===== config.mk =====
export PLATFORM = sky130hd
export DESIGN_NAME = tile_scheduler_flat
export DESIGN_NICKNAME = d
export VERILOG_FILES = /design/src/rtl/tile_scheduler_if.sv /design/src/rtl/tile_scheduler.sv /design/src/flat_wrapper.sv
export SDC_FILE = /design/constraint.sdc
export NUM_CORES = 1
export LEC_CHECK = 0
export ABC_AREA = 1
export CORE_ASPECT_RATIO = 0.75
export CORE_MARGIN = 2
export CORE_UTILIZATION = 55
export CTS_BUF_LIST = sky130_fd_sc_hd__clkbuf_2 sky130_fd_sc_hd__clkbuf_4 sky130_fd_sc_hd__clkbuf_8
export DETAILED_ROUTE_END_ITERATION = 7
export GPL_ROUTABILITY_DRIVEN = 0
export HOLD_SLACK_MARGIN = 0.08
export PLACE_DENSITY_LB_ADDON = 0.15
export SKIP_LAST_GASP = 1
export SLEW_MARGIN = 20
export SYNTH_ARGS = -nofsm -noshare
export SYNTH_HDL_FRONTEND = slang
export SYNTH_SLANG_ARGS = --single-unit

===== constraint.sdc =====
create_clock -name clk -period 9.1 [get_ports clk]
set_input_delay 0.91 -clock clk [delete_from_list [all_inputs] [get_ports clk]]
set_output_delay 0.91 -clock clk [all_outputs]
set_load 0.01 [all_outputs]

===== src/rtl/tile_scheduler_if.sv =====
// rtl/tile_scheduler_if.sv - layer command and tile stream bundle for tile_scheduler
interface tile_scheduler_if #(
  parameter int CNT_W = 16
);
  logic             start_i;
  logic [1:0]       layer_type_i;
  logic [6:0]       out_R_i;
  logic [10:0]      in_D_i;
  logic [10:0]      out_K_i;
  logic [6:0]       tile_D_i;
  logic [6:0]       tile_K_i;
  logic [31:0]      tile_n_i;
  logic             tile_ready_i;
  logic             tile_valid_o;
  logic [6:0]       r_idx_o;
  logic [6:0]       r_len_o;
  logic [10:0]      k_idx_o;
  logic [6:0]       k_len_o;
  logic [10:0]      d_idx_o;
  logic [6:0]       d_len_o;
  logic             first_d_o;
  logic             last_d_o;
  logic             busy_o;
  logic             layer_done_o;
  logic [CNT_W-1:0] tile_count_o;

  // Controller side: issues layer commands and consumes tiles.
  modport master (
    output start_i, layer_type_i, out_R_i, in_D_i, out_K_i,
           tile_D_i, tile_K_i, tile_n_i, tile_ready_i,
    input  tile_valid_o, r_idx_o, r_len_o, k_idx_o, k_len_o,
           d_idx_o, d_len_o, first_d_o, last_d_o, busy_o,
           layer_done_o, tile_count_o
  );

  // Scheduler side.
  modport slave (
    input  start_i, layer_type_i, out_R_i, in_D_i, out_K_i,
           tile_D_i, tile_K_i, tile_n_i, tile_ready_i,
    output tile_valid_o, r_idx_o, r_len_o, k_idx_o, k_len_o,
           d_idx_o, d_len_o, first_d_o, last_d_o, busy_o,
           layer_done_o, tile_count_o
  );
endinterface


===== src/rtl/tile_scheduler.sv =====
// rtl/tile_scheduler.sv - walks a conv/linear layer as (r, k, d) tiles, one per handshake
module tile_scheduler #(
  parameter int CNT_W = 16
) (
  input logic            clk,
  input logic            rst_n,
  tile_scheduler_if.slave bus
);

  typedef enum logic [1:0] {IDLE, ISSUE, DONE} state_t;

  state_t state_q, state_d;

  // Captured layer fields; tile sizes are stored already made non-zero and clamped.
  logic [1:0]  type_q;
  logic [6:0]  out_r_q;
  logic [10:0] in_d_q;
  logic [10:0] out_k_q;
  logic [6:0]  tile_d_q;
  logic [6:0]  tile_k_q;
  logic [6:0]  tile_n_q;

  logic [6:0]       r_idx_q;
  logic [10:0]      k_idx_q;
  logic [10:0]      d_idx_q;
  logic [CNT_W-1:0] count_q;

  logic        start_acc;
  logic        zero_dim;
  logic [6:0]  tile_d_eff;
  logic [6:0]  tile_k_eff;
  logic [31:0] tile_n_nz;
  logic [6:0]  tile_n_eff;

  logic        is_dw;
  logic [10:0] r_rem, k_rem, d_rem;
  logic [6:0]  r_len, k_len, d_len_std;
  logic [7:0]  r_end;
  logic [11:0] k_end, d_end;
  logic        r_last, k_last, last_d_std;
  logic        first_d, last_d;
  logic        final_tile;
  logic        tile_valid;
  logic        hs;

  assign start_acc  = (state_q == IDLE) && bus.start_i;
  assign zero_dim   = (bus.out_R_i == 7'd0) || (bus.in_D_i == 11'd0) || (bus.out_K_i == 11'd0);
  assign tile_d_eff = (bus.tile_D_i == 7'd0) ? 7'd1 : bus.tile_D_i;
  assign tile_k_eff = (bus.tile_K_i == 7'd0) ? 7'd1 : bus.tile_K_i;
  assign tile_n_nz  = (bus.tile_n_i == 32'd0) ? 32'd1 : bus.tile_n_i;
  // Full 32-bit compare so a huge tile_n cannot alias to a small value when truncated.
  assign tile_n_eff = (tile_n_nz > {25'd0, bus.out_R_i}) ? bus.out_R_i : tile_n_nz[6:0];

  assign is_dw = (type_q == 2'd1);

  // Lengths are the tile size clipped to what remains of each dimension.
  assign r_rem     = {4'd0, out_r_q} - {4'd0, r_idx_q};
  assign k_rem     = out_k_q - k_idx_q;
  assign d_rem     = in_d_q - d_idx_q;
  assign r_len     = ({4'd0, tile_n_q} < r_rem) ? tile_n_q : r_rem[6:0];
  assign k_len     = ({4'd0, tile_k_q} < k_rem) ? tile_k_q : k_rem[6:0];
  assign d_len_std = ({4'd0, tile_d_q} < d_rem) ? tile_d_q : d_rem[6:0];

  assign r_end      = {1'b0, r_idx_q} + {1'b0, r_len};
  assign k_end      = {1'b0, k_idx_q} + {5'd0, k_len};
  assign d_end      = {1'b0, d_idx_q} + {5'd0, d_len_std};
  assign r_last     = r_end >= {1'b0, out_r_q};
  assign k_last     = k_end >= {1'b0, out_k_q};
  assign last_d_std = d_end >= {1'b0, in_d_q};

  // Depthwise layers have no reduction over input channels: every tile is a full pass.
  assign first_d    = is_dw || (d_idx_q == 11'd0);
  assign last_d     = is_dw || last_d_std;
  assign final_tile = last_d && k_last && r_last;

  assign hs = tile_valid && bus.tile_ready_i;

  // Capture layer fields on an accepted start; hold them for the whole layer.
  always_ff @(posedge clk or negedge rst_n) begin
    if (!rst_n) begin
      type_q   <= 2'd0;
      out_r_q  <= 7'd0;
      in_d_q   <= 11'd0;
      out_k_q  <= 11'd0;
      tile_d_q <= 7'd0;
      tile_k_q <= 7'd0;
      tile_n_q <= 7'd0;
    end else if (start_acc) begin
      type_q   <= bus.layer_type_i;
      out_r_q  <= bus.out_R_i;
      in_d_q   <= bus.in_D_i;
      out_k_q  <= bus.out_K_i;
      tile_d_q <= tile_d_eff;
      tile_k_q <= tile_k_eff;
      tile_n_q <= tile_n_eff;
    end
  end

  // Tile cursor: d innermost, then k, then r; advances only on a non-final handshake.
  always_ff @(posedge clk or negedge rst_n) begin
    if (!rst_n) begin
      r_idx_q <= 7'd0;
      k_idx_q <= 11'd0;
      d_idx_q <= 11'd0;
    end else if (start_acc) begin
      r_idx_q <= 7'd0;
      k_idx_q <= 11'd0;
      d_idx_q <= 11'd0;
    end else if (hs && !final_tile) begin
      if (!last_d) begin
        d_idx_q <= d_idx_q + {4'd0, tile_d_q};
      end else begin
        d_idx_q <= 11'd0;
        if (k_last) begin
          k_idx_q <= 11'd0;
          r_idx_q <= r_idx_q + tile_n_q;
        end else begin
          k_idx_q <= k_idx_q + {4'd0, tile_k_q};
        end
      end
    end
  end

  // Accepted-tile counter, cleared per layer and saturating.
  always_ff @(posedge clk or negedge rst_n) begin
    if (!rst_n) begin
      count_q <= '0;
    end else if (start_acc) begin
      count_q <= '0;
    end else if (hs && (count_q != {CNT_W{1'b1}})) begin
      count_q <= count_q + 1'b1;
    end
  end

  // State register.
  always_ff @(posedge clk or negedge rst_n) begin
    if (!rst_n) begin
      state_q <= IDLE;
    end else begin
      state_q <= state_d;
    end
  end

  // Next-state and status decode.
  always_comb begin
    state_d          = state_q;
    tile_valid       = 1'b0;
    bus.busy_o       = 1'b0;
    bus.layer_done_o = 1'b0;
    case (state_q)
      IDLE: begin
        if (bus.start_i) begin
          state_d = zero_dim ? DONE : ISSUE;
        end
      end
      ISSUE: begin
        tile_valid = 1'b1;
        bus.busy_o = 1'b1;
        if (hs && final_tile) begin
          state_d = DONE;
        end
      end
      DONE: begin
        bus.busy_o       = 1'b1;
        bus.layer_done_o = 1'b1;
        state_d          = IDLE;
      end
      default: begin
        state_d = IDLE;
      end
    endcase
  end

  // Payload is forced to zero whenever no tile is offered.
  assign bus.tile_valid_o = tile_valid;
  assign bus.r_idx_o      = tile_valid ? r_idx_q : 7'd0;
  assign bus.r_len_o      = tile_valid ? r_len : 7'd0;
  assign bus.k_idx_o      = tile_valid ? k_idx_q : 11'd0;
  assign bus.k_len_o      = tile_valid ? k_len : 7'd0;
  assign bus.d_idx_o      = tile_valid ? (is_dw ? k_idx_q : d_idx_q) : 11'd0;
  assign bus.d_len_o      = tile_valid ? (is_dw ? k_len : d_len_std) : 7'd0;
  assign bus.first_d_o    = tile_valid && first_d;
  assign bus.last_d_o     = tile_valid && last_d;
  assign bus.tile_count_o = count_q;

endmodule


===== src/flat_wrapper.sv =====
// flat-port wrapper written by rule: the top's interface ports become plain ports
module tile_scheduler_flat 
#(
  parameter int CNT_W = 16
)
  (clk, rst_n, bus_start_i, bus_layer_type_i, bus_out_R_i, bus_in_D_i, bus_out_K_i, bus_tile_D_i, bus_tile_K_i, bus_tile_n_i, bus_tile_ready_i, bus_tile_valid_o, bus_r_idx_o, bus_r_len_o, bus_k_idx_o, bus_k_len_o, bus_d_idx_o, bus_d_len_o, bus_first_d_o, bus_last_d_o, bus_busy_o, bus_layer_done_o, bus_tile_count_o);
  tile_scheduler_if #(.CNT_W(CNT_W)) bus_i ();
  input logic clk;
  input logic rst_n;
  input wire logic [$bits(bus_i.start_i)-1:0] bus_start_i;
  input wire logic [$bits(bus_i.layer_type_i)-1:0] bus_layer_type_i;
  input wire logic [$bits(bus_i.out_R_i)-1:0] bus_out_R_i;
  input wire logic [$bits(bus_i.in_D_i)-1:0] bus_in_D_i;
  input wire logic [$bits(bus_i.out_K_i)-1:0] bus_out_K_i;
  input wire logic [$bits(bus_i.tile_D_i)-1:0] bus_tile_D_i;
  input wire logic [$bits(bus_i.tile_K_i)-1:0] bus_tile_K_i;
  input wire logic [$bits(bus_i.tile_n_i)-1:0] bus_tile_n_i;
  input wire logic [$bits(bus_i.tile_ready_i)-1:0] bus_tile_ready_i;
  output wire logic [$bits(bus_i.tile_valid_o)-1:0] bus_tile_valid_o;
  output wire logic [$bits(bus_i.r_idx_o)-1:0] bus_r_idx_o;
  output wire logic [$bits(bus_i.r_len_o)-1:0] bus_r_len_o;
  output wire logic [$bits(bus_i.k_idx_o)-1:0] bus_k_idx_o;
  output wire logic [$bits(bus_i.k_len_o)-1:0] bus_k_len_o;
  output wire logic [$bits(bus_i.d_idx_o)-1:0] bus_d_idx_o;
  output wire logic [$bits(bus_i.d_len_o)-1:0] bus_d_len_o;
  output wire logic [$bits(bus_i.first_d_o)-1:0] bus_first_d_o;
  output wire logic [$bits(bus_i.last_d_o)-1:0] bus_last_d_o;
  output wire logic [$bits(bus_i.busy_o)-1:0] bus_busy_o;
  output wire logic [$bits(bus_i.layer_done_o)-1:0] bus_layer_done_o;
  output wire logic [$bits(bus_i.tile_count_o)-1:0] bus_tile_count_o;
  assign bus_i.start_i = bus_start_i;
  assign bus_i.layer_type_i = bus_layer_type_i;
  assign bus_i.out_R_i = bus_out_R_i;
  assign bus_i.in_D_i = bus_in_D_i;
  assign bus_i.out_K_i = bus_out_K_i;
  assign bus_i.tile_D_i = bus_tile_D_i;
  assign bus_i.tile_K_i = bus_tile_K_i;
  assign bus_i.tile_n_i = bus_tile_n_i;
  assign bus_i.tile_ready_i = bus_tile_ready_i;
  assign bus_tile_valid_o = bus_i.tile_valid_o;
  assign bus_r_idx_o = bus_i.r_idx_o;
  assign bus_r_len_o = bus_i.r_len_o;
  assign bus_k_idx_o = bus_i.k_idx_o;
  assign bus_k_len_o = bus_i.k_len_o;
  assign bus_d_idx_o = bus_i.d_idx_o;
  assign bus_d_len_o = bus_i.d_len_o;
  assign bus_first_d_o = bus_i.first_d_o;
  assign bus_last_d_o = bus_i.last_d_o;
  assign bus_busy_o = bus_i.busy_o;
  assign bus_layer_done_o = bus_i.layer_done_o;
  assign bus_tile_count_o = bus_i.tile_count_o;
  tile_scheduler #(.CNT_W(CNT_W)) u_core (.clk(clk), .rst_n(rst_n), .bus(bus_i));
endmodule

==> results.rst, run 1 <==
.. list-table::
   :header-rows: 1

   * - Metric
     - Value
   * - Outcome
     - finished, final reports clean
   * - Async set or reset register ratio after synthesis
     - 100%
   * - Comb pwr share
     - 78.2%
   * - Internal power
     - 2.19 mW
   * - Number of cells traversed by the worst register-to-register path
     - 41
   * - Clock skew
     - 0.0245 ns
   * - Seq pwr share
     - 16.0%
   * - X dimension of the die
     - 159 um
   * - Start-to-end type of the worst setup path
     - register to output port
   * - Via count
     - 9885
   * - Cell area power density
     - 427 mW/mm2
   * - Gates resized, CTS repair
     - 0
   * - Library cell occupying the most area in the post-synthesis netlist
     - dfrtp_1
   * - Number of antenna violations at the first check in global routing
     - 1
   * - Worst setup EP type
     - output port
   * - Largest cells by area after synthesis
     - dfrtp_1 25%, ha_1 16%, nand2_1 14%, inv_1 8.2%, nor2_1 5.5%
   * - Count of unique library cells instantiated by Yosys
     - 50
   * - Largest net degree at the start of global routing
     - 77
   * - Required @ worst endpoint
     - 8.19 ns
   * - Setup repair after global routing missed its margin
     - no
   * - Worst IR drop on VDD
     - 242 uV
   * - Global-route wire length before repair
     - 46500 um
   * - Hpwl dp
     - 22300 um
   * - Highest-delay cell along the critical path
     - clkdlybuf4s50_1
   * - Routed length per instance
     - 15.5 um
   * - Number of instances in the synthesized netlist
     - 1464
   * - Setup crit start kind
     - register
   * - Mean instance size in the synthesized netlist
     - 6.80 um2
   * - Deepest level of the CTS H-tree
     - 3
   * - Primary flip-flop cell chosen by synthesis mapping
     - dfrtp_1
   * - Setup violators final
     - 0
   * - Total standard cell area after synthesis
     - 0.00996 mm2
   * - Count of antenna diodes in the layout
     - 0
   * - Post-synth EDFFs
     - 0
   * - IO buf count
     - 151
   * - Timing startpoint of the critical path
     - u_core.d_idx_q[0]$_DFFE_PN0P_
   * - Area occupied by multi-input gates
     - 0.00645 mm2
   * - Clk sinks
     - 99
   * - Drt drc
     - 0
   * - Standard cell area after detailed placement
     - 0.0116 mm2
   * - Highest attainable clock frequency
     - 0.134 GHz
   * - Number of max-slew violations in the final report
     - 0
   * - Clock slew at the register clock pins of the worst setup and hold paths
     - 0.12 ns
   * - Site row count
     - 42
   * - Post-layout net count
     - 1807
   * - Total Die Area
     - 0.0192 mm2
   * - Arrival time reported for the critical path endpoint
     - 6.58 ns
   * - Peak fanout along the critical path
     - 8
   * - Overflow left after global routing
     - 0
   * - Average vias per placed instance
     - 5.38
   * - TritonCTS clock tree
     - built
   * - Count of state elements after synthesis
     - 99
   * - Slew at the pin closest to its max-slew limit
     - 0.790 ns
   * - Root Buffer Master
     - clkbuf_8
   * - Worst slew slack as a fraction of its limit
     - 47.4%
   * - Sequential cell area fraction in the yosys report
     - 24.9%
   * - Reported net switching power
     - 2.84 mW
   * - End point of the critical path
     - bus_last_d_o
   * - Post-synthesis net count
     - 1681
   * - Share of post-route cells with drive strength above 1
     - 3.13%
   * - Most frequent cell on the critical path
     - nand2_1
   * - Worst R2R Start
     - u_core.d_idx_q[0]$_DFFE_PN0P_
   * - Number of buffers on the longest clock path
     - 2
   * - Setup slack of the most critical reg-to-reg path
     - 2.60 ns
   * - Hold buffers post-CTS
     - 0
   * - Final wirelength
     - 28400 um
   * - Tot GR Track Use
     - 30.2%
   * - Overall die height
     - 121 um
   * - Clk Latency, worst-skew pair
     - 0.41 ns
   * - Number of buffers inserted to repair setup after CTS
     - 0
   * - Crit path time final
     - 7.49 ns
   * - Area growth from synthesis to layout
     - 18.5%
   * - Static power due to leakage
     - 6.15 nW
   * - Boundary pin count
     - 152
   * - Accumulated negative setup slack
     - 0 ns
   * - Filler cell count
     - 1639
   * - Fin. Hold Viols
     - 0
   * - Placeable core region
     - 0.0177 mm2
   * - Share of power burned in the clock network
     - 5.9%
   * - Tightest Hold Check Type
     - register to register
   * - Switching power as a share of total power
     - 56.4%
   * - Number of buffers inserted during clock tree synthesis
     - 9
   * - Sequential cell area in the final layout
     - 0.00248 mm2
   * - Number of detailed-routing iterations run before antenna repair
     - 5
   * - Critical R2R Capture
     - u_core.r_idx_q[1]$_DFFE_PN0P_
   * - Final period utilization
     - 82.3%
   * - Initial core utilization
     - 56.3%
   * - Delay of the slowest cell on the worst path
     - 0.55 ns
   * - DR iter-0 viols
     - 866
   * - Final ANT Viol Nets
     - 0
   * - Share of the synthesized area in the top cell type
     - 24.9%
   * - Post-route cell area
     - 0.0118 mm2
   * - YS warnings
     - 0
   * - Total of max-cap violations
     - 0
   * - Vias in the first global route
     - 9292
-- synthesized netlist by cell type (2+ instances only) --
library cell    n
ha_1          127
inv_1         218
nand3_1        89
o31ai_1         2
a211oi_1        9
nand3_2         3
fa_1            9
nand2_2         2
nor2_4          4
a31oi_1         3
nor4_1         11
o21ai_0        83
o21bai_1        5
a21oi_1        93
and2_1          4
buf_1           2
inv_2           4
nand4_1        25
nand2_1       372
o211ai_1        5
o21ai_1         8
xor2_1         41
nand3_4         2
buf_2           7
nor2_2          2
xnor2_1        16
clkbuf_1       27
nor3_1         13
nand2_4         4
a21o_1          8
o21a_1          2
nor2_1        145
dfrtp_1        99
buf_6           4
-- metrics by stage --
stage / power [mW] / hold WS, ns / std cells / utilization (%) / setup WS [ns]
after floorplan: 3.64 / 0.450 / 1464 / - / 3.28
after global placement: 4.54 / 0.464 / 1821 / 65.6 / 2.33
after detailed placement: 4.66 / 0.476 / 1821 / 65.6 / 2.13
after CTS: 4.98 / 0.506 / 1837 / 66.6 / 1.66
after global routing: 5.60 / 0.559 / 1837 / 66.6 / 1.03
final: 5.04 / 0.502 / 1837 / 66.6 / 1.61
-- final cells by class --
class                   count  area share, %
well taps                 242           2.57
clock buffers              10           1.11
inverters                 224           7.15
clock inverters             6          0.456
repair buffers            156           13.1
multi-input cells        1100           54.6
flip-flops and latches     99           21.0
-- worst max-delay path, delay by kind of cell, from the launching register on --
| kind | cells | cell delay, ns |
|---|---|---|
| xor+xnor | 2 | 0.39 |
| buf+inv | 5 | 0.82 |
| flops | 1 | 0.45 |
| simple gates | 15 | 1.44 |
| compound gates | 7 | 1.22 |
| fa+ha+maj | 6 | 1.88 |
-- how the worst min path moves through the flow --
stage | from | slack, ns | end | depth (start not counted)
CTS | u_core.type_q[1]$_DFFE_PN0P_ | 0.51 | u_core.type_q[1]$_DFFE_PN0P_ | 2
detailed placement | u_core.type_q[1]$_DFFE_PN0P_ | 0.48 | u_core.type_q[1]$_DFFE_PN0P_ | 2
floorplan | u_core.type_q[1]$_DFFE_PN0P_ | 0.45 | u_core.type_q[1]$_DFFE_PN0P_ | 2
finish | u_core.type_q[1]$_DFFE_PN0P_ | 0.50 | u_core.type_q[1]$_DFFE_PN0P_ | 2
global route | u_core.type_q[1]$_DFFE_PN0P_ | 0.56 | u_core.type_q[1]$_DFFE_PN0P_ | 2
global placement | u_core.type_q[1]$_DFFE_PN0P_ | 0.46 | u_core.type_q[1]$_DFFE_PN0P_ | 2
-- placed cells by master (no fill, tap or decap), types with 2 or more instances in the layout --
cell type        instances
and2_1                   4
nand3_1                 89
nor3_1                  13
nor4_1                  11
a21oi_1                 93
buf_4                    6
a21o_1                   8
nand2_4                  4
clkdlybuf4s50_1        150
a31oi_1                  3
xor2_1                  41
inv_1                  217
ha_1                   127
o211ai_1                 5
dfrtp_1                 99
nand2_2                  3
nor2_4                   4
nor2_2                   2
o21ai_1                  8
a211oi_1                 9
clkbuf_8                 9
inv_2                    5
inv_6                    2
nand3_4                  2
nand2_1                371
nand4_1                 25
nor2_1                 145
xnor2_1                 16
fa_1                     9
o21ai_0                 83
o31ai_1                  2
o21a_1                   2
inv_8                    2
o21bai_1                 5
nand3_2                  3
-- cells by family (layout without fill, tap and decap cells) --
family,after synthesis,count (layout),share of synthesized area [%]
AO/OA/AOI/OAI,225,225,12.4
XOR/XNOR,58,58,5.17
adder cells (fa/ha/maj),136,136,17.8
buffers and inverters,265,396,10.4
flip-flops,99,99,24.9
AND/OR/NAND/NOR,681,681,29.4
-- power groups by stage --
stage | logic (mW) | clock network, mW | registers [mW]
6_report | 3.94 | 0.297 | 0.804
5_1_grt | 4.46 | 0.316 | 0.825
4_1_cts | 3.88 | 0.298 | 0.797
3_5_place_dp | 3.85 | 0 | 0.803
3_3_place_gp | 3.74 | 0 | 0.801
2_1_floorplan | 2.91 | 0 | 0.725
-- sequential cells by signal, indices dropped and copies added, names as in the netlist, 11 cells and up --
register                 cells
u_core.out_k_q              11
u_core.in_d_q               11
u_core.k_idx_q              11
u_core.d_idx_q              11
u_core.bus.tile_count_o     16
-- routing by layer --
metal	GRT usage, %	part of all wire (%)	vias up
li1	-	-	5000
met1	43.7	48	4464
met2	46.1	42	380
met3	6.93	8.9	39
met4	7.16	1.6	2
met5	0	0.046	-
No activity file was read; power rests on OpenSTA's default activity.
==> inputs of run 2 (changes only) <==
- clock period: 9.1 -> 7.58 ns (I/O delays scaled with it)
==> run 2 against run 1 <==
Compared with the run above:
- combinational power grew 20%
- worst hold slack got worse by 0.13 ns
- cell count did not move
- setup slack got worse by 1.1 ns
- sequential power up 20%
- global-route usage rose by 0.17 points
- sequential cell count did not move
- critical path type unchanged
- highest routed layer unchanged
==> results.rst, run 2 (synthesized netlist as in run 1, its figures left out) <==
.. list-table::
   :header-rows: 1

   * - Metric
     - Value
   * - Outcome
     - finished, final reports clean
   * - Crit path time final
     - 7.08 ns
   * - Number of detailed-routing iterations run before antenna repair
     - 5 (unchanged)
   * - Setup repair after global routing missed its margin
     - no
   * - DR iter-0 viols
     - 775 (-11%)
   * - Peak fanout along the critical path
     - 8 (unchanged)
   * - Number of buffers on the longest clock path
     - 2 (unchanged)
   * - Clk Latency, worst-skew pair
     - 0.41 ns (about the same)
   * - Clock slew at the register clock pins of the worst setup and hold paths
     - 0.10 ns (-0.02 ns)
   * - Uppermost layer routed
     - met5
   * - Met3 WL post-DR
     - 2610 um (+3.2%)
   * - Final period utilization
     - 93.4%
   * - Overall die height
     - 121 um (unchanged)
   * - Number of antenna violations at the first check in global routing
     - 1 (unchanged)
   * - Reported net switching power
     - 3.40 mW (+20%)
   * - Slew at the pin closest to its max-slew limit
     - 0.757 ns (-0.0330 ns)
   * - Vias in the first global route
     - 9429 (+1.5%)
   * - Seq pwr share
     - 15.9% (about the same)
   * - Required @ worst endpoint
     - 6.82 ns (-1.37 ns)
   * - Largest net degree at the start of global routing
     - 77 (unchanged)
   * - Share of the core filled with cells
     - 66.7% (about the same)
   * - Overflow left after global routing
     - 0 (unchanged)
   * - Worst setup EP type
     - output port
   * - Via count
     - 10000 (+1.4%)
   * - Setup violators final
     - 0 (unchanged)
   * - Start-to-end type of the worst setup path
     - register to output port
   * - Detailed-routing wirelength on met1
     - 13400 um (-0.73%)
   * - Deepest level of the CTS H-tree
     - 3 (unchanged)
   * - Initial core utilization
     - 56.3% (unchanged)
   * - Clk sinks
     - 99 (unchanged)
   * - Static power due to leakage
     - 6.15 nW (about the same)
   * - Cell area power density
     - 512 mW/mm2 (+20%)
   * - Total Die Area
     - 0.0192 mm2 (unchanged)
   * - Highest-count cells in the layout ignoring fill and taps
     - 370 x nand2_1, 217 x inv_1, 150 x clkdlybuf4s50_1
   * - Worst IR drop on VDD
     - 331 uV (+36%)
   * - Delay of the slowest cell on the worst path
     - 0.56 ns (about the same)
   * - Arrival time reported for the critical path endpoint
     - 6.32 ns (-0.26 ns)
   * - Highest attainable clock frequency
     - 0.141 GHz
   * - Hpwl dp
     - 22400 um (+0.35%)
   * - Met2 Routed Length
     - 11700 um (-1.6%)
   * - Leading cell type in the layout, fill and taps excluded
     - nand2_1
   * - Accumulated negative setup slack
     - 0 ns (unchanged)
   * - Area growth from synthesis to layout
     - 18.5% (about the same)
   * - Final wirelength
     - 28300 um (-0.18%)
   * - Root Buffer Master
     - clkbuf_8
   * - Tightest Hold Check Type
     - input pin to async pin
   * - Boundary pin count
     - 152 (unchanged)
   * - Internal power
     - 2.64 mW (+20%)
   * - Tot GR Track Use
     - 30.4% (+0.17 points)
   * - Filler cell count
     - 1632 (-0.43%)
   * - Number of buffers inserted during clock tree synthesis
     - 9 (unchanged)
   * - Share of power burned in the clock network
     - 5.7% (-0.2 points)
   * - Clock skew
     - 0.0124 ns (-0.0122 ns)
   * - Setup crit start kind
     - register
   * - X dimension of the die
     - 159 um (unchanged)
   * - Placeable core region
     - 0.0177 mm2 (unchanged)
   * - TritonCTS clock tree
     - built
   * - Drt drc
     - 0 (unchanged)
   * - Post-layout net count
     - 1808 (+0.055%)
   * - Total of max-cap violations
     - 0 (unchanged)
   * - Highest-delay cell along the critical path
     - clkdlybuf4s50_1
   * - Hold buffers post-CTS
     - 0 (unchanged)
   * - Number of max-slew violations in the final report
     - 0 (unchanged)
   * - Share of post-route cells with drive strength above 1
     - 3.20% (+0.063 points)
   * - Count of antenna diodes in the layout
     - 0 (unchanged)
   * - Most frequent cell on the critical path
     - nand2_1
   * - Average vias per placed instance
     - 5.46 (+1.4%)
   * - Final ANT Viol Nets
     - 0 (unchanged)
   * - Worst slew slack as a fraction of its limit
     - 49.1% (+1.7 points)
   * - Site row count
     - 42 (unchanged)
   * - Comb pwr share
     - 78.4% (+0.2 points)
   * - Global-route wire length before repair
     - 47000 um (+0.98%)
   * - IO buf count
     - 151 (unchanged)
   * - Switching power as a share of total power
     - 56.3% (-0.13 points)
   * - Flip-flop count of the largest register, all copies and words added
     - 16 (unchanged)
   * - Fin. Hold Viols
     - 0 (unchanged)
   * - Routed length per instance
     - 15.4 um (-0.18%)
run 2: cell type report:
type	count	area (um2)	area share [%]
Tap cell	242	303	2.56
Timing Repair Buffer	157	1550	13.2
Clock inverter	5	46.3	0.392
Inverter	224	843	7.14
Multi-Input combinational cell	1100	6450	54.6
Sequential cell	99	2480	21.0
Clock buffer	10	131	1.11
run 2: worst paths after layout:
kind                                                from                        endpoint  slack, ns  cells past startpoint
max                        u_core.d_idx_q[0]$_DFFE_PN0P_                    bus_last_d_o       0.50                     35
min                                                rst_n    u_core.in_d_q[9]$_DFFE_PN0P_       0.37                      1
max reg2reg                u_core.r_idx_q[1]$_DFFE_PN0P_   u_core.k_idx_q[0]$_DFFE_PN0P_       1.22                     34
min reg2reg                 u_core.type_q[1]$_DFFE_PN0P_    u_core.type_q[1]$_DFFE_PN0P_       0.51                      2
max in group asynchronous                          rst_n  u_core.tile_n_q[1]$_DFFE_PN0P_       6.07                      2
min in group clk            u_core.type_q[1]$_DFFE_PN0P_    u_core.type_q[1]$_DFFE_PN0P_       0.51                      2
run 2: through the flow:
stage | instance area [um2] | hold WS (ns) | power (mW) | std cells | worst slack [ns]
after global routing | 11800 | 0.417 | 6.74 | 1837 | 0.0178
after floorplan | 9960 | 0.450 | 4.37 | 1464 | 1.91
final | 11800 | 0.371 | 6.04 | 1837 | 0.498
after detailed placement | 11600 | 0.485 | 5.59 | 1821 | 0.846
after CTS | 11800 | 0.395 | 5.97 | 1836 | 0.371
after global placement | 11600 | 0.464 | 5.45 | 1821 | 0.998
run 2: per-layer routing:
layer  track usage [%]  vias up
li1                  -     4993
met1              44.1     4591
met2              45.3      397
met3              6.79       44
met4              9.09        2
met5                 0        -
run 2: power groups by stage:
stage,clock [mW],combinational (mW),sequential [mW]
after global routing,0.373,5.38,0.987
after floorplan,0,3.50,0.871
after global placement,0,4.49,0.963
final,0.343,4.73,0.963
after detailed placement,0,4.62,0.965
after CTS,0.352,4.66,0.957
run 2: critical path: cells and delay by family, from the launching register on:
family                     cells  cell delay (ns)
AOI/OAI and AO/OA              7             1.05
xor gates and xnor gates       2             0.36
adders and majority gates      6             1.85
buffers and inverters          5             0.80
DFF                            1             0.45
and+or+nand+nor               15             1.40
run 2: what timing repair did:
action | in CTS | in global routing
hold endpoints to repair | 0 | 0
setup endpoints to repair | 0 | 1
setup buffers | 0 | 1
gates resized for setup | 0 | 2
==> inputs of run 3 (changes only) <==
- CTS_BUF_LIST: sky130_fd_sc_hd__clkbuf_2 sky130_fd_sc_hd__clkbuf_4 sky130_fd_sc_hd__clkbuf_8 -> sky130_fd_sc_hd__clkbuf_16
- HOLD_SLACK_MARGIN: 0.08 -> 0.06
==> run 3 against run 2 <==
Compared with the run above:
- global-route usage up 0.18 points
- register-to-register slack better by 0.05 ns
- critical path depth unchanged
- final area up 0.76%
- via count up 0.53%
- wire length up 0.78%
==> results.rst, run 3 (synthesized netlist as in run 1, its figures left out) <==
.. list-table::
   :header-rows: 1

   * - Metric
     - Value
   * - Outcome
     - finished, final reports clean
   * - Start-to-end type of the worst setup path
     - register to output port
   * - Tot GR Track Use
     - 30.6% (+0.18 points)
   * - Setup repair after global routing missed its margin
     - no
   * - X dimension of the die
     - 159 um (unchanged)
   * - Number of antenna violations at the first check in global routing
     - 1 (unchanged)
   * - Highest-count cells in the layout ignoring fill and taps
     - 370 x nand2_1, 218 x inv_1, 150 x clkdlybuf4s50_1
   * - Critical path buffer and inverter count
     - 5 (unchanged)
   * - Hpwl dp
     - 22400 um (unchanged)
   * - Setup violators final
     - 0 (unchanged)
   * - IO buf count
     - 151 (unchanged)
   * - Count of antenna diodes in the layout
     - 0 (unchanged)
   * - Post-Place Cells
     - 1821 (unchanged)
   * - Initial core utilization
     - 56.3% (unchanged)
   * - Delay of the slowest cell on the worst path
     - 0.56 ns (about the same)
   * - Worst IR drop on VDD
     - 322 uV (-2.7%)
   * - Number of max-slew violations in the final report
     - 0 (unchanged)
   * - Via count
     - 10100 (+0.53%)
   * - Share of post-route cells with drive strength above 1
     - 3.07% (-0.12 points)
   * - Drt drc
     - 0 (unchanged)
   * - Worst R2R Start
     - u_core.k_idx_q[0]$_DFFE_PN0P_
   * - Worst setup EP type
     - output port
   * - Final wirelength
     - 28600 um (+0.78%)
   * - Number of cells in the finished layout apart from fillers
     - 1836 (-0.054%)
   * - Number of cells traversed by the worst register-to-register path
     - 41 (+21%)
   * - Accumulated negative setup slack
     - 0 ns (unchanged)
   * - Fin. Hold Viols
     - 0 (unchanged)
   * - Family of cells with the greatest summed delay on the critical path
     - adder cells
   * - Most frequent cell on the critical path
     - nand2_1
   * - Peak fanout along the critical path
     - 8 (unchanged)
   * - Total Die Area
     - 0.0192 mm2 (unchanged)
   * - Clk Latency, worst-skew pair
     - 0.37 ns (-0.04 ns)
   * - Setup crit start kind
     - register
   * - Overflow left after global routing
     - 0 (unchanged)
   * - Filler cell count
     - 1614 (-1.1%)
   * - Hold buffers post-CTS
     - 0 (unchanged)
   * - Total of max-cap violations
     - 0 (unchanged)
   * - Worst slew slack as a fraction of its limit
     - 48.2% (-0.87 points)
   * - Cell area power density
     - 518 mW/mm2 (+1.2%)
   * - Final ANT Viol Nets
     - 0 (unchanged)
   * - Static power due to leakage
     - 6.19 nW (+0.68%)
   * - TritonCTS clock tree
     - built
   * - Global-route wire length before repair
     - 47400 um (+0.94%)
   * - Crit path time final
     - 7.08 ns (-0.00433 ns)
   * - Routed length per instance
     - 15.6 um (+0.83%)
   * - Critical R2R Capture
     - u_core.k_idx_q[5]$_DFFE_PN0P_
   * - Required @ worst endpoint
     - 6.82 ns (about the same)
   * - Average vias per placed instance
     - 5.49 (+0.58%)
   * - Boundary pin count
     - 152 (unchanged)
   * - Timing startpoint of the critical path
     - u_core.d_idx_q[0]$_DFFE_PN0P_
   * - Arrival time reported for the critical path endpoint
     - 6.32 ns (about the same)
   * - Gates resized, CTS repair
     - 0 (unchanged)
   * - Area growth from synthesis to layout
     - 19.4%
   * - Placeable core region
     - 0.0177 mm2 (unchanged)
   * - Number of detailed-routing iterations run before antenna repair
     - 6 (+1)
   * - Post-layout net count
     - 1807 (-0.055%)
   * - Root Buffer Master
     - clkbuf_16
   * - Final period utilization
     - 93.4% (about the same)
   * - End point of the critical path
     - bus_last_d_o
   * - Logic depth of the worst setup path including buffers
     - 35 (unchanged)
   * - Flip-flop count of the largest register, all copies and words added
     - 16 (unchanged)
   * - Number of buffers inserted to repair setup after CTS
     - 0 (unchanged)
   * - Overall die height
     - 121 um (unchanged)
   * - Largest net degree at the start of global routing
     - 77 (unchanged)
   * - Clock slew at the register clock pins of the worst setup and hold paths
     - 0.07 ns (-0.03 ns)
   * - Highest attainable clock frequency
     - 0.141 GHz (about the same)
   * - DR iter-0 viols
     - 836 (+7.9%)
   * - Sequential cell area in the final layout
     - 0.00248 mm2 (unchanged)
   * - Number of buffers on the longest clock path
     - 2 (unchanged)
   * - Area occupied by multi-input gates
     - 0.00645 mm2 (unchanged)
   * - Clock skew
     - 0.0129 ns (+0.000578 ns)
   * - Site row count
     - 42 (unchanged)
   * - Highest-delay cell along the critical path
     - clkdlybuf4s50_1
   * - Setup slack of the most critical reg-to-reg path
     - 1.27 ns (+0.05 ns)
   * - Clk sinks
     - 99 (unchanged)
   * - Slew at the pin closest to its max-slew limit
     - 0.777 ns (+0.0200 ns)
   * - Leading cell type in the layout, fill and taps excluded
     - nand2_1
   * - Tightest Hold Check Type
     - input pin to async pin
   * - Number of buffers inserted during clock tree synthesis
     - 9 (unchanged)
   * - Vias in the first global route
     - 9482 (+0.56%)
   * - Deepest level of the CTS H-tree
     - 3 (unchanged)
==> run 3: changes by cell type in the layout (fill, tap and decap cells not counted), sizes merged <==
cell / previous run / this run
buf: 7 / 6
clkbuf: 10 / 9
inv: 226 / 227
==> run 3: worst min-delay path by stage <==
stage,from,end,slack (ns),depth (start not counted)
3_3_place_gp,u_core.type_q[1]$_DFFE_PN0P_,u_core.type_q[1]$_DFFE_PN0P_,0.46,2
3_5_place_dp,u_core.type_q[1]$_DFFE_PN0P_,u_core.type_q[1]$_DFFE_PN0P_,0.48,2
6_report,rst_n,u_core.in_d_q[9]$_DFFE_PN0P_,0.42,1
2_1_floorplan,u_core.type_q[1]$_DFFE_PN0P_,u_core.type_q[1]$_DFFE_PN0P_,0.45,2
4_1_cts,rst_n,u_core.in_d_q[9]$_DFFE_PN0P_,0.45,1
5_1_grt,rst_n,u_core.in_d_q[9]$_DFFE_PN0P_,0.47,1
==> run 3: routing by layer <==
metal / vias up / GRT usage, % / routed length, um
li1: 5000 / - / -
met1: 4623 / 44.5 / 13600
met2: 410 / 46.1 / 11900
met3: 45 / 5.80 / 2460
met4: 2 / 9.20 / 636
met5: - / 0 / 11
==> run 3: cell type report <==
| cell class | count | area share (%) |
|---|---|---|
| clock inverter | 6 | 0.421 |
| sequential | 99 | 20.8 |
| timing repair buffer | 156 | 13.0 |
| tap | 242 | 2.55 |
| inverter | 224 | 7.09 |
| clock buffer | 9 | 1.89 |
| multi-input combinational | 1100 | 54.2 |
==> run 3: power breakdown <==
| group | internal (mW) | total (mW) | switching, mW |
|---|---|---|---|
| clock network | 0.226 | 0.455 | 0.228 |
| registers | 0.718 | 0.967 | 0.249 |
| logic | 1.79 | 4.74 | 2.95 |
==> run 3: through the flow <==
step / hold WS (ns) / worst slack, ns / power (mW) / instance area [um2] / util [%]
2_1_floorplan: 0.450 / 1.91 / 4.37 / 9960 / -
3_3_place_gp: 0.464 / 0.998 / 5.45 / 11600 / 65.6
3_5_place_dp: 0.485 / 0.846 / 5.59 / 11600 / 65.6
4_1_cts: 0.453 / 0.435 / 6.09 / 11900 / 67.2
5_1_grt: 0.472 / 0.0377 / 6.86 / 11900 / 67.2
6_report: 0.416 / 0.503 / 6.16 / 11900 / 67.2
